**config.mk**
```make
export PLATFORM = sky130hd
export DESIGN_NAME = mem_bus_arbiter_flat
export DESIGN_NICKNAME = d
export VERILOG_FILES = /design/src/rtl/mem_bus_arbiter_pkg.sv /design/src/rtl/mem_bus_arbiter_if.sv /design/src/rtl/mem_bus_arbiter_rr_pick.sv /design/src/rtl/mem_bus_arbiter.sv /design/src/flat_wrapper.sv
export SDC_FILE = /design/constraint.sdc
export NUM_CORES = 1
export LEC_CHECK = 0
export CORE_MARGIN = 3
export CORE_UTILIZATION = 40
export DETAILED_ROUTE_END_ITERATION = 16
export MAX_ROUTING_LAYER = met4
export PLACE_DENSITY = 0.8
export REMOVE_ABC_BUFFERS = 1
export SLEW_MARGIN = 0
export SYNTH_ARGS = -nofsm -noshare
export SYNTH_HDL_FRONTEND = slang
export SYNTH_SLANG_ARGS = --single-unit
```
**constraint.sdc**
```tcl
create_clock -name clock -period 3.7 [get_ports clock]
set_input_delay 0.555 -clock clock [delete_from_list [all_inputs] [get_ports clock]]
set_output_delay 0.555 -clock clock [all_outputs]
set_load 0.05 [all_outputs]
```
**src/rtl/mem_bus_arbiter_pkg.sv**
```systemverilog
// Shared definitions for the memory bus arbiter: bus width, FSM state
// encoding and a small index helper.
package mem_bus_arbiter_pkg;

    localparam int BUSWIDTH = 16;

    typedef enum logic [1:0] {
        IDLE  = 2'd0,
        GRANT = 2'd1,
        BUSY  = 2'd2,
        DONE  = 2'd3
    } arb_state_t;

    // Index width for a requester count, never below one bit.
    function automatic int idx_width(input int n);
        return (n <= 2) ? 1 : $clog2(n);
    endfunction

endpackage

```
**src/rtl/mem_bus_arbiter_if.sv**
```systemverilog
// Requester-side and memory-side signals of the arbiter, bundled.
// slave = arbiter view, master = the environment driving requests and
// answering on the memory side.
interface mem_bus_arbiter_if #(
    parameter int NUM_REQ = 4
);
    import mem_bus_arbiter_pkg::*;

    // requester side
    logic [NUM_REQ-1:0]               req;
    logic [NUM_REQ-1:0]               rw;
    logic [NUM_REQ-1:0][BUSWIDTH-1:0] addr;
    logic [NUM_REQ-1:0][BUSWIDTH-1:0] wdata;
    logic [NUM_REQ-1:0]               gnt;
    logic [NUM_REQ-1:0]               done;
    logic [BUSWIDTH-1:0]              rdata;
    logic                             err;

    // memory side
    logic                             m_req;
    logic                             m_rw;
    logic [BUSWIDTH-1:0]              m_addr;
    logic [BUSWIDTH-1:0]              m_wdata;
    logic                             m_ack;
    logic [BUSWIDTH-1:0]              m_rdata;

    modport slave (
        input  req, rw, addr, wdata, m_ack, m_rdata,
        output gnt, done, rdata, err, m_req, m_rw, m_addr, m_wdata
    );

    modport master (
        output req, rw, addr, wdata, m_ack, m_rdata,
        input  gnt, done, rdata, err, m_req, m_rw, m_addr, m_wdata
    );

endinterface

```
**src/rtl/mem_bus_arbiter_rr_pick.sv**
```systemverilog
// Combinational round-robin select: scans requesters starting at ptr and
// returns the first one asserted as one-hot, as index, and an any flag.
module mem_bus_arbiter_rr_pick #(
    parameter int NUM_REQ = 4,
    parameter int IDX_W   = 2
) (
    input  logic [NUM_REQ-1:0] req,
    input  logic [IDX_W-1:0]   ptr,
    output logic [NUM_REQ-1:0] winner,
    output logic [IDX_W-1:0]   idx,
    output logic               any
);

    // First asserted request at or after ptr, wrapping modulo NUM_REQ.
    always_comb begin
        logic [IDX_W:0]   sum;
        logic [IDX_W-1:0] cand;
        winner = '0;
        idx    = '0;
        any    = 1'b0;
        sum    = '0;
        cand   = '0;
        for (int i = 0; i < NUM_REQ; i++) begin
            sum = {1'b0, ptr} + (IDX_W+1)'(i);
            if (sum >= (IDX_W+1)'(NUM_REQ))
                sum = sum - (IDX_W+1)'(NUM_REQ);
            cand = sum[IDX_W-1:0];
            if (!any && req[cand]) begin
                any          = 1'b1;
                winner[cand] = 1'b1;
                idx          = cand;
            end
        end
    end

endmodule

```
**src/rtl/mem_bus_arbiter.sv**
```systemverilog
// Round-robin arbiter sharing one memory port between NUM_REQ requesters,
// one transaction in flight. Optional watchdog abort: ARB_TIMEOUT_EN.
module mem_bus_arbiter
    import mem_bus_arbiter_pkg::*;
#(
    parameter int NUM_REQ   = 4,
    parameter int TO_CYCLES = 64
) (
    input  logic                    clock,
    input  logic                    resetN,
    mem_bus_arbiter_if.slave        bus
);

    localparam int IDX_W = idx_width(NUM_REQ);

    arb_state_t           state;
    logic [IDX_W-1:0]     ptr;
    logic [IDX_W-1:0]     win_idx;
    logic [NUM_REQ-1:0]   gnt_q;
    logic [NUM_REQ-1:0]   done_q;
    logic [BUSWIDTH-1:0]  rdata_q;
    logic                 m_req_q;
    logic                 m_rw_q;
    logic [BUSWIDTH-1:0]  m_addr_q;
    logic [BUSWIDTH-1:0]  m_wdata_q;

    logic [NUM_REQ-1:0]   pick_onehot;
    logic [IDX_W-1:0]     pick_idx;
    logic                 pick_any;
    logic [IDX_W-1:0]     ptr_next;

`ifdef ARB_TIMEOUT_EN
    localparam int CNT_W = $clog2(TO_CYCLES + 1);
    logic [CNT_W-1:0]     to_cnt;
    logic                 err_q;
`endif

    mem_bus_arbiter_rr_pick #(
        .NUM_REQ (NUM_REQ),
        .IDX_W   (IDX_W)
    ) u_pick (
        .req     (bus.req),
        .ptr     (ptr),
        .winner  (pick_onehot),
        .idx     (pick_idx),
        .any     (pick_any)
    );

    // Pointer moves to the requester just after the one served.
    assign ptr_next = (win_idx == IDX_W'(NUM_REQ - 1)) ? '0 : win_idx + IDX_W'(1);

    // Arbitration FSM; every output is a register so reset clears them at once.
    // done/rdata/err are loaded on the BUSY exit so they line up with the
    // DONE cycle, one cycle after m_ack.
    always_ff @(posedge clock or negedge resetN) begin
        if (!resetN) begin
            state     <= IDLE;
            ptr       <= '0;
            win_idx   <= '0;
            gnt_q     <= '0;
            done_q    <= '0;
            rdata_q   <= '0;
            m_req_q   <= 1'b0;
            m_rw_q    <= 1'b0;
            m_addr_q  <= '0;
            m_wdata_q <= '0;
`ifdef ARB_TIMEOUT_EN
            to_cnt    <= '0;
            err_q     <= 1'b0;
`endif
        end else begin
            case (state)
                IDLE: begin
                    if (pick_any) begin
                        gnt_q     <= pick_onehot;
                        win_idx   <= pick_idx;
                        m_rw_q    <= bus.rw[pick_idx];
                        m_addr_q  <= bus.addr[pick_idx];
                        m_wdata_q <= bus.wdata[pick_idx];
                        state     <= GRANT;
                    end
                end
                GRANT: begin
                    m_req_q <= 1'b1;
`ifdef ARB_TIMEOUT_EN
                    to_cnt  <= '0;
`endif
                    state   <= BUSY;
                end
                BUSY: begin
                    if (bus.m_ack) begin
                        if (!m_rw_q)
                            rdata_q <= bus.m_rdata;
                        m_req_q <= 1'b0;
                        done_q  <= gnt_q;
                        state   <= DONE;
                    end
`ifdef ARB_TIMEOUT_EN
                    else if (to_cnt == CNT_W'(TO_CYCLES - 1)) begin
                        rdata_q <= '0;
                        m_req_q <= 1'b0;
                        done_q  <= gnt_q;
                        err_q   <= 1'b1;
                        state   <= DONE;
                    end else begin
                        to_cnt  <= to_cnt + CNT_W'(1);
                    end
`endif
                end
                DONE: begin
                    done_q  <= '0;
                    gnt_q   <= '0;
`ifdef ARB_TIMEOUT_EN
                    err_q   <= 1'b0;
`endif
                    ptr     <= ptr_next;
                    state   <= IDLE;
                end
                default: state <= IDLE;
            endcase
        end
    end

    assign bus.gnt     = gnt_q;
    assign bus.done    = done_q;
    assign bus.rdata   = rdata_q;
    assign bus.m_req   = m_req_q;
    assign bus.m_rw    = m_rw_q;
    assign bus.m_addr  = m_addr_q;
    assign bus.m_wdata = m_wdata_q;
`ifdef ARB_TIMEOUT_EN
    assign bus.err     = err_q;
`else
    assign bus.err     = 1'b0;
`endif

endmodule

```
**src/flat_wrapper.sv**
```systemverilog
// flat-port wrapper written by rule: the top's interface ports become plain ports
module mem_bus_arbiter_flat import mem_bus_arbiter_pkg::*;
#(
    parameter int NUM_REQ   = 4,
    parameter int TO_CYCLES = 64
)
  (clock, resetN, bus_req, bus_rw, bus_addr, bus_wdata, bus_m_ack, bus_m_rdata, bus_gnt, bus_done, bus_rdata, bus_err, bus_m_req, bus_m_rw, bus_m_addr, bus_m_wdata);
  mem_bus_arbiter_if #(.NUM_REQ(NUM_REQ)) bus_i ();
  input  logic clock;
  input  logic resetN;
  input wire logic [$bits(bus_i.req)-1:0] bus_req;
  input wire logic [$bits(bus_i.rw)-1:0] bus_rw;
  input wire logic [$bits(bus_i.addr)-1:0] bus_addr;
  input wire logic [$bits(bus_i.wdata)-1:0] bus_wdata;
  input wire logic [$bits(bus_i.m_ack)-1:0] bus_m_ack;
  input wire logic [$bits(bus_i.m_rdata)-1:0] bus_m_rdata;
  output wire logic [$bits(bus_i.gnt)-1:0] bus_gnt;
  output wire logic [$bits(bus_i.done)-1:0] bus_done;
  output wire logic [$bits(bus_i.rdata)-1:0] bus_rdata;
  output wire logic [$bits(bus_i.err)-1:0] bus_err;
  output wire logic [$bits(bus_i.m_req)-1:0] bus_m_req;
  output wire logic [$bits(bus_i.m_rw)-1:0] bus_m_rw;
  output wire logic [$bits(bus_i.m_addr)-1:0] bus_m_addr;
  output wire logic [$bits(bus_i.m_wdata)-1:0] bus_m_wdata;
  assign bus_i.req = bus_req;
  assign bus_i.rw = bus_rw;
  assign bus_i.addr = bus_addr;
  assign bus_i.wdata = bus_wdata;
  assign bus_i.m_ack = bus_m_ack;
  assign bus_i.m_rdata = bus_m_rdata;
  assign bus_gnt = bus_i.gnt;
  assign bus_done = bus_i.done;
  assign bus_rdata = bus_i.rdata;
  assign bus_err = bus_i.err;
  assign bus_m_req = bus_i.m_req;
  assign bus_m_rw = bus_i.m_rw;
  assign bus_m_addr = bus_i.m_addr;
  assign bus_m_wdata = bus_i.m_wdata;
  mem_bus_arbiter #(.NUM_REQ(NUM_REQ), .TO_CYCLES(TO_CYCLES)) u_core (.clock(clock), .resetN(resetN), .bus(bus_i));
endmodule
```
Word-level counts from Yosys, hierarchy flattened:

Index checks and enable logic that the tools add are counted.

* register bits: 64
* bits of input ports: 155
* output and inout port bits: 59
* logic and storage cells: 109

* $add $sub $neg: 8
* order comparisons: 13
* eq/ne operators: 6
* muxes and demuxes: 48
* bitwise gates (word level): 4
* reduce and logical (&&, ||, !) cells: 20

Operators with widths (number)
* 16-bit binary-select mux with 2-bit select: 2
* 16-bit 2-to-1 mux: 2
* 4-bit 2-to-1 mux: 6
* 2-bit 2-to-1 mux: 11
* 4-bit case mux with 2 select lines: 2
* 2-bit by 3-bit less-than comparator with 1-bit output, second input constant: 5
* 1-bit 2-to-1 mux: 14
* 4-bit OR: 3
* 1-bit binary-select mux with 2-bit select: 5
* 2-bit AND reduction: 5
* 3-bit greater-or-equal comparator, second input constant: 3
* 1-bit demux with 2-bit select: 4
* 2-bit by 1-bit greater-or-equal comparator with 1-bit output, second input constant: 4
* 2-bit case mux with 4 select lines: 1
* 2-bit by 1-bit subtractor with 2-bit output, second input constant: 4
* 1-bit logical AND: 7
* 2-bit by 2-bit adder with 3-bit output, second input constant: 2
* 2-bit equality test, second input constant: 3
* 2-bit nonzero test: 3
* 2-bit by 1-bit adder with 3-bit output, second input constant: 1
* 2-bit by 3-bit greater-or-equal comparator with 1-bit output, second input constant: 1
* 1-bit logical NOT: 3
* 3-bit AND reduction: 1
* 2-bit by 1-bit adder with 2-bit output, second input constant: 1
* other kinds (6): 6

Depth between registers and ports, before layout:

Gate-level depths: netlist of run 1.

* word-level depth: 16
* gate-level depth with buffers: 11
* depth with buffers taken out: 8

By module:

From an unflattened synthesis of run 1, not the netlist that was laid out.

* cell total of the unflattened synthesis: 343
* area total of the unflattened synthesis: 4037.6 um^2

By module, submodules not included
* mem_bus_arbiter: times used 1, cells an instance 298, area an instance 3616.0 um^2, sequential area each 1601.5 um^2
* mem_bus_arbiter_rr_pick: times used 1, cells an instance 45, area an instance 421.7 um^2, sequential area each 0.0 um^2

Worst setup path after synthesis of run 1:

No wires, ideal clock.

* path kind: reg2reg
* start: reg u_core.ptr[0]
* end: reg u_core.m_addr_q[10], in the netlist u_core.bus.m_addr[10]
* setup time: 0.124 ns
* arrival time: 2.537 ns
* data required time: 3.576 ns
* setup slack: 1.039 ns
* cell stages (with the launch flop): 11
* buffers on the path: 3
* clock period less this slack: 2.661 ns
* path through: dfrtp_1 -> buf_6 -> inv_1 -> ha_1 -> mux4_2 -> nor2b_1 -> buf_4 -> nor2_1 -> a211oi_4 -> buf_6 -> a21oi_2

* cells in the longest elaborated chain, start to end: 16
* elaborated cells between the ends (all ways): 40
* those cells by class: add/sub (7); order compare (4); mux (22); reduce/logical (7)

RTL lines
* start: declaration: RTL line mem_bus_arbiter.sv:17 `logic [IDX_W-1:0] ptr;`
* start signal: assignment: RTL line mem_bus_arbiter.sv:116 `ptr <= ptr_next;`
* branches (longest 16 deep; another with 2-bit by 1-bit adder with 3-bit output)
* end signal: assignment: RTL line mem_bus_arbiter.sv:78 `m_addr_q <= bus.addr[pick_idx];`
* end: declaration: RTL line mem_bus_arbiter.sv:24 `logic [BUSWIDTH-1:0] m_addr_q;`

Parallel ways; which one is timed is not known. The select of a mux whose other input is x is not followed.
A chain may end at the register's enable or synchronous reset.

Worst setup path in the final report of run 1:

* start: reg u_core.ptr[1]
* end: reg u_core.m_addr_q[1], in the netlist u_core.bus.m_addr[1]

The elaborated chain is that of the path after synthesis.

==> impl_metrics.tcl, run 1 <==
set metrics [dict create \
    run_status "finished, final reports clean" \
    die_h_um 105 \
    synth.avg_cell_area_um2 11.8 \
    p_leak_nw 2.54 \
    final_area_um2 6320 \
    drive_gt1_frac 0.170 \
    tightest_slew_ns 0.974 \
    met2_wirelength_mm 6.72 \
    cts.sinks 64 \
    clk_pin_slew_ns 0.08 \
    yosysTopAreaCell "dfrtp_1" \
    cp-start-kind "flip-flop" \
    area_delta_synth_final_pct 60.9 \
    grt_first_pass_wirelength_mm 20.2 \
    portBuffers 212 \
    critical_path_buf_inv_count 2 \
    period_needed_ns 3.19 \
    antenna_found_initial 1 \
    ys_top_cells_by_area "dfrtp_1, mux2_2, mux2i_1, o22ai_1, ha_1" \
    setup_ws_ns 0.508 \
    gp_congestion 0.914 \
    nNetsFinal 710 \
    critical_path.top_delay_family "simple AND/OR/NAND/NOR gates" \
    clock_tree.root_cell "clkbuf_8" \
    ctsHtreeMaxLevel 3 \
    worstHoldPathType "in2async" \
    ctsResizeCount 0 \
    grt_start_max_net_pins 42 \
    fin_crit_sh 0.863 \
    cts_buffer_depth 2 \
    p_per_area_nw_per_um2 940 \
    tritoncts "yes" \
    grt_pass1_vias 3697 \
    synth_edf_count 0 \
    wl_met1_mm 5.10 \
    die_x_um 105 \
    crit_arrival_ns 3.43 \
    first_pass_iters 4 \
    required_ns 3.94 \
    routed_via_density 5.26 \
    layout.cells.most_common "clkdlybuf4s50_1" \
    overflow 0 \
    rows 35 \
    fmax_mhz 313 \
    routed_wl_mm 12.8 \
    mostFrequentLayoutCells "clkdlybuf4s50_1, dfrtp_1, mux2_2" \
    place_hpwl_mm 10.0 \
    drt_iter0_markers 144 \
    placed_cell_area_um2 6090 \
    die_area_um2 11000 \
    drc 0 \
    grt_setup_unrepaired "no" \
    cts_setup_buffers 0 \
    grt_use_total 0.235 \
    cts_made_buffers 9 \
    async_flop_share 1.00 \
    cts_hold_buf 0 \
    place_ws_ns 0.421 \
    cp-startpoint "u_core.ptr[1]" \
    synth_top_cell_area_share 0.408 \
    hold_viol 0 \
    irDropWorstVdd_mv 0.537 \
    clk_latency_ns 0.34 \
    coreArea_um2 9370 \
    netlist-cell-type-count 45 \
    vias 3561 \
    r2r_start "u_core.ptr[1]" \
    synthCells 334 \
    routed.top_layer "met4" \
    setup-violations-final 0 \
    seq_area_frac_synth 0.408 \
    critPathMaxStageDelay_ns 0.79 \
    ant_nets 0 \
    num_io_pins 214 \
    syn_area_um2 3930 \
    synth_warnings 0 \
    crit_fanout 24 \
    drv_slew 0 \
    post_drt_wl_per_cell_um 18.9 \
    start_util 0.419 \
    critPathCaptureType "flip-flop" \
    path_class "reg2reg" \
    ys_seq_elements 64 \
    drv_cap 0 \
    slowest_stage "and2_1" \
    clock_skew_ns 0.0128 \
    routed-wl-met3_um 752 \
    synthFlopType "dfrtp_1" \
    path_cells "inv_1, ha_1, mux4_2, nor3_2, nand2b_1, and2_1, buf_4, o22ai_1, a21oi_1" \
    worst_slew_margin_rel 0.350 \
]
==> Yosys cell counts, types with 2 or more instances <==
library cell / number
dfrtp_1: 64
mux2_2: 45
mux2i_1: 34
o22ai_1: 32
a21oi_1: 31
ha_1: 13
a21oi_2: 10
nor2_1: 10
buf_6: 9
a22o_1: 8
nand2_1: 8
inv_1: 7
o21ai_0: 7
buf_2: 6
buf_4: 6
mux2_1: 5
a22oi_1: 4
mux4_2: 3
and2_1: 2
clkbuf_1: 2
mux2_4: 2
nand3b_1: 2
nor2b_1: 2
==> sequential cells by signal, summed over array words and instances (netlist names) <==
name,count
u_core.bus.m_wdata,16
u_core.ptr,2
u_core.bus.m_req,1
u_core.win_idx,2
u_core.bus.m_rw,1
u_core.bus.gnt,4
u_core.state,2
u_core.bus.rdata,16
u_core.bus.m_addr,16
u_core.bus.done,4
==> through the flow <==
| stage | power [mW] | hold WS (ns) | util | instances | TNS, ns |
|---|---|---|---|---|---|
| after global placement | 5.19 | 0.488 | 0.650 | 660 | 0 |
| final | 5.94 | 0.262 | 0.674 | 677 | 0 |
| after floorplan | 4.00 | 0.259 | - | 311 | -4.26 |
| after detailed placement | 5.29 | 0.493 | 0.650 | 660 | 0 |
| after CTS | 5.98 | 0.274 | 0.674 | 676 | 0 |
| after global routing | 6.28 | 0.288 | 0.674 | 677 | 0 |
==> metal layers <==
layer,up-vias,GRT usage
met5,-,-
met4,0,0.0553
met3,21,0.0556
met2,138,0.409
met1,1725,0.277
li1,1677,-
==> worst reg2reg max path, cell delays in order (launching register included) <==
cell and delay, ns:
dfrtp_1 0.51, inv_1 0.21, ha_1 0.43, mux4_2 0.33, nor3_2 0.07, nand2b_1 0.12, and2_1 0.79, buf_4 0.34
o22ai_1 0.10, a21oi_1 0.18
==> power breakdown <==
group / total [mW] / leakage, nW / internal (mW) / switching (mW)
clock: 0.673 / 0.106 / 0.397 / 0.276
sequential: 1.26 / 0.750 / 1.06 / 0.208
combinational: 4.00 / 1.68 / 1.60 / 2.41
==> cell families after synthesis <==
family / synth area share
AOI/OAI and AO/OA: 0.186
muxes: 0.267
DFF: 0.408
and+or+nand+nor: 0.0427
buffers and inverters: 0.0535
other: 0.000955
adders and majority gates: 0.0414
==> final timing paths <==
| check | depth (start not counted) | slack (ns) | to |
|---|---|---|---|
| worst max-delay path | 9 | 0.51 | u_core.bus.m_addr[1] |
| worst min-delay path | 1 | 0.26 | u_core.bus.rdata[9] |
| worst max register to register | 9 | 0.51 | u_core.bus.m_addr[1] |
| worst min register to register | 1 | 0.51 | u_core.bus.rdata[9] |
| max in group asynchronous | 2 | 2.52 | u_core.bus.m_addr[1] |
| min in group clock | 1 | 0.51 | u_core.bus.rdata[9] |
==> area by class of cell <==
type	instances	area [µm²]
fill	776	3050
timing repair buffer	220	2190
multi-input combinational	240	2120
sequential	64	1600
tap	129	161
clock buffer	11	141
clock inverter	5	80.1
inverter	7	26.3
antenna	1	2.50
Note: power is estimated with default switching activity, not from simulation.
==> run 2, diff against run 1 <==
CORE_ASPECT_RATIO = 0.9   (was default)
==> run 2 against run 1 <==
Against the previous run: global-route usage is 2.1 points lower; count of clock-buffer cells in the layout stayed put; sequential cell count stayed put; power is 0.47% lower; non-clock buffer count is 1 lower; via count is 1.6% lower; critical endpoint is now u_core.bus.m_addr[3]; largest cell class unchanged; highest routed layer unchanged.
==> impl_metrics.tcl, run 2 (same netlist as run 1, synthesis figures left out) <==
set metrics [dict create \
    cts_setup_buffers 0 \
    layout.cells.most_common "clkdlybuf4s50_1" \
    p_leak_nw 2.54 \
    die_area_um2 11000 \
    drt_iter0_markers 65 \
    nNetsFinal 709 \
    grt_pass1_vias 3751 \
    critPathMaxStageDelay_ns 0.50 \
    routed_wl_mm 11.7 \
    portBuffers 212 \
    run_status "finished, final reports clean" \
    ctsResizeCount 0 \
    cts_hold_buf 0 \
    clock_tree.root_cell "clkbuf_8" \
    drv_cap 0 \
    critPathCaptureType "flip-flop" \
    hold_viol 0 \
    ctsHtreeMaxLevel 3 \
    setup-violations-final 0 \
    cts_made_buffers 9 \
    overflow 0 \
    clock_skew_ns 0.00774 \
    rows 33 \
    period_needed_ns 3.05 \
    p_total_mw 5.91 \
    pwr-share-clk 0.112 \
    drv_slew 0 \
    area_delta_synth_final_pct 60.7 \
    die_h_um 100 \
    holdWs_ns 0.175 \
    pwr-share-comb 0.673 \
    cp-start-kind "flip-flop" \
    gp_congestion 0.901 \
    vias 3505 \
    routed_via_density 5.25 \
    crit_arrival_ns 3.24 \
    grt_setup_unrepaired "no" \
    p_seq_frac 0.215 \
    coreArea_um2 9330 \
    clk_latency_ns 0.32 \
    start_util 0.421 \
    antenna_cells 0 \
    p_switching_mw 2.86 \
    cts_buffer_depth 2 \
    tightest_slew_ns 0.774 \
    die_x_um 110 \
    num_io_pins 214 \
    ant_nets 0 \
    crit_fanout 18 \
    worst_slew_margin_rel 0.482 \
    tritoncts "yes" \
    place_hpwl_mm 9.26 \
    path_class "reg2reg" \
    drc 0 \
    tns_ns 0 \
    grt_first_pass_wirelength_mm 18.7 \
    clk_pin_slew_ns 0.07 \
    worstHoldPathType "in2async" \
    drive_gt1_frac 0.168 \
    p_int_mw 3.06 \
    post_drt_wl_per_cell_um 17.5 \
    antenna_found_initial 0 \
    instances_no_fill 668 \
    p_per_area_nw_per_um2 937 \
    slowest_stage "dfrtp_1" \
    fin_crit_sh 0.825 \
    irDropWorstVdd_mv 0.477 \
    dp_cells 652 \
    fmax_mhz 328 \
    cts.sinks 64 \
    mostFrequentLayoutCells "clkdlybuf4s50_1, dfrtp_1, mux2_2" \
    grt_start_max_net_pins 68 \
    required_ns 3.89 \
    path_cells "inv_1, ha_1, mux4_2, nor2b_1, nor2_1, a211oi_4, buf_4, a21oi_1" \
    grt_use_total 0.214 \
    first_pass_iters 4 \
    p_sw_frac 0.483 \
    utilization 0.676 \
]
-- run 2: changes by cell type in the layout (fill, tap and decap cells not counted) --
cell	change
buf_12	+1
buf_4	-2
diode_2	-1
-- run 2: final timing paths --
path,cells after the start,to,from,slack (ns)
setup / recovery,8,u_core.bus.m_addr[3],u_core.ptr[1],0.65
hold / removal,1,u_core.bus.done[1],resetN,0.17
setup reg to reg,8,u_core.bus.m_addr[3],u_core.ptr[1],0.65
hold reg to reg,1,u_core.bus.rdata[5],u_core.bus.rdata[5],0.51
max in group asynchronous,2,u_core.bus.m_addr[7],resetN,2.61
min in group clock,1,u_core.bus.rdata[5],u_core.bus.rdata[5],0.51
-- run 2: layer usage --
metal	part of all wire	track usage	up-vias	wire, µm
li1	-	-	1675	-
met1	0.42	0.262	1658	4930
met2	0.49	0.359	154	5760
met3	0.063	0.0464	18	738
met4	0.022	0.0625	0	254
met5	0	-	-	0
-- run 2: critical path, delay by kind of cell, from the launching register on --
family	cells	cell delay, ns
muxes	1	0.42
AOI/OAI and AO/OA	2	0.41
adders and majority gates	1	0.44
and+or+nand+nor	2	0.62
DFF	1	0.50
buffers and inverters	2	0.53
-- run 2: cell type report --
type	count	area [µm²]
Inverter	7	26.3
Tap cell	122	153
Sequential cell	64	1600
Timing Repair Buffer	219	2190
Clock buffer	11	141
Fill cell	759	3020
Multi-Input combinational cell	240	2120
Clock inverter	5	80.1
-- run 2: through the flow --
step	cell area [µm²]	setup WS [ns]
after CTS	6310	0.621
final	6310	0.649
after global routing	6310	0.438
after detailed placement	6090	0.506
after floorplan	3740	-0.143
after global placement	6090	0.642
-- run 2: power by group through the flow --
stage                     registers [mW]  clock network, mW  logic [mW]
after floorplan                     2.34                  0        1.65
after global placement              1.26                  0        3.93
after detailed placement            1.28                  0        4.01
after CTS                           1.27              0.672        4.01
after global routing                1.32              0.714        4.24
final                               1.27              0.661        3.98
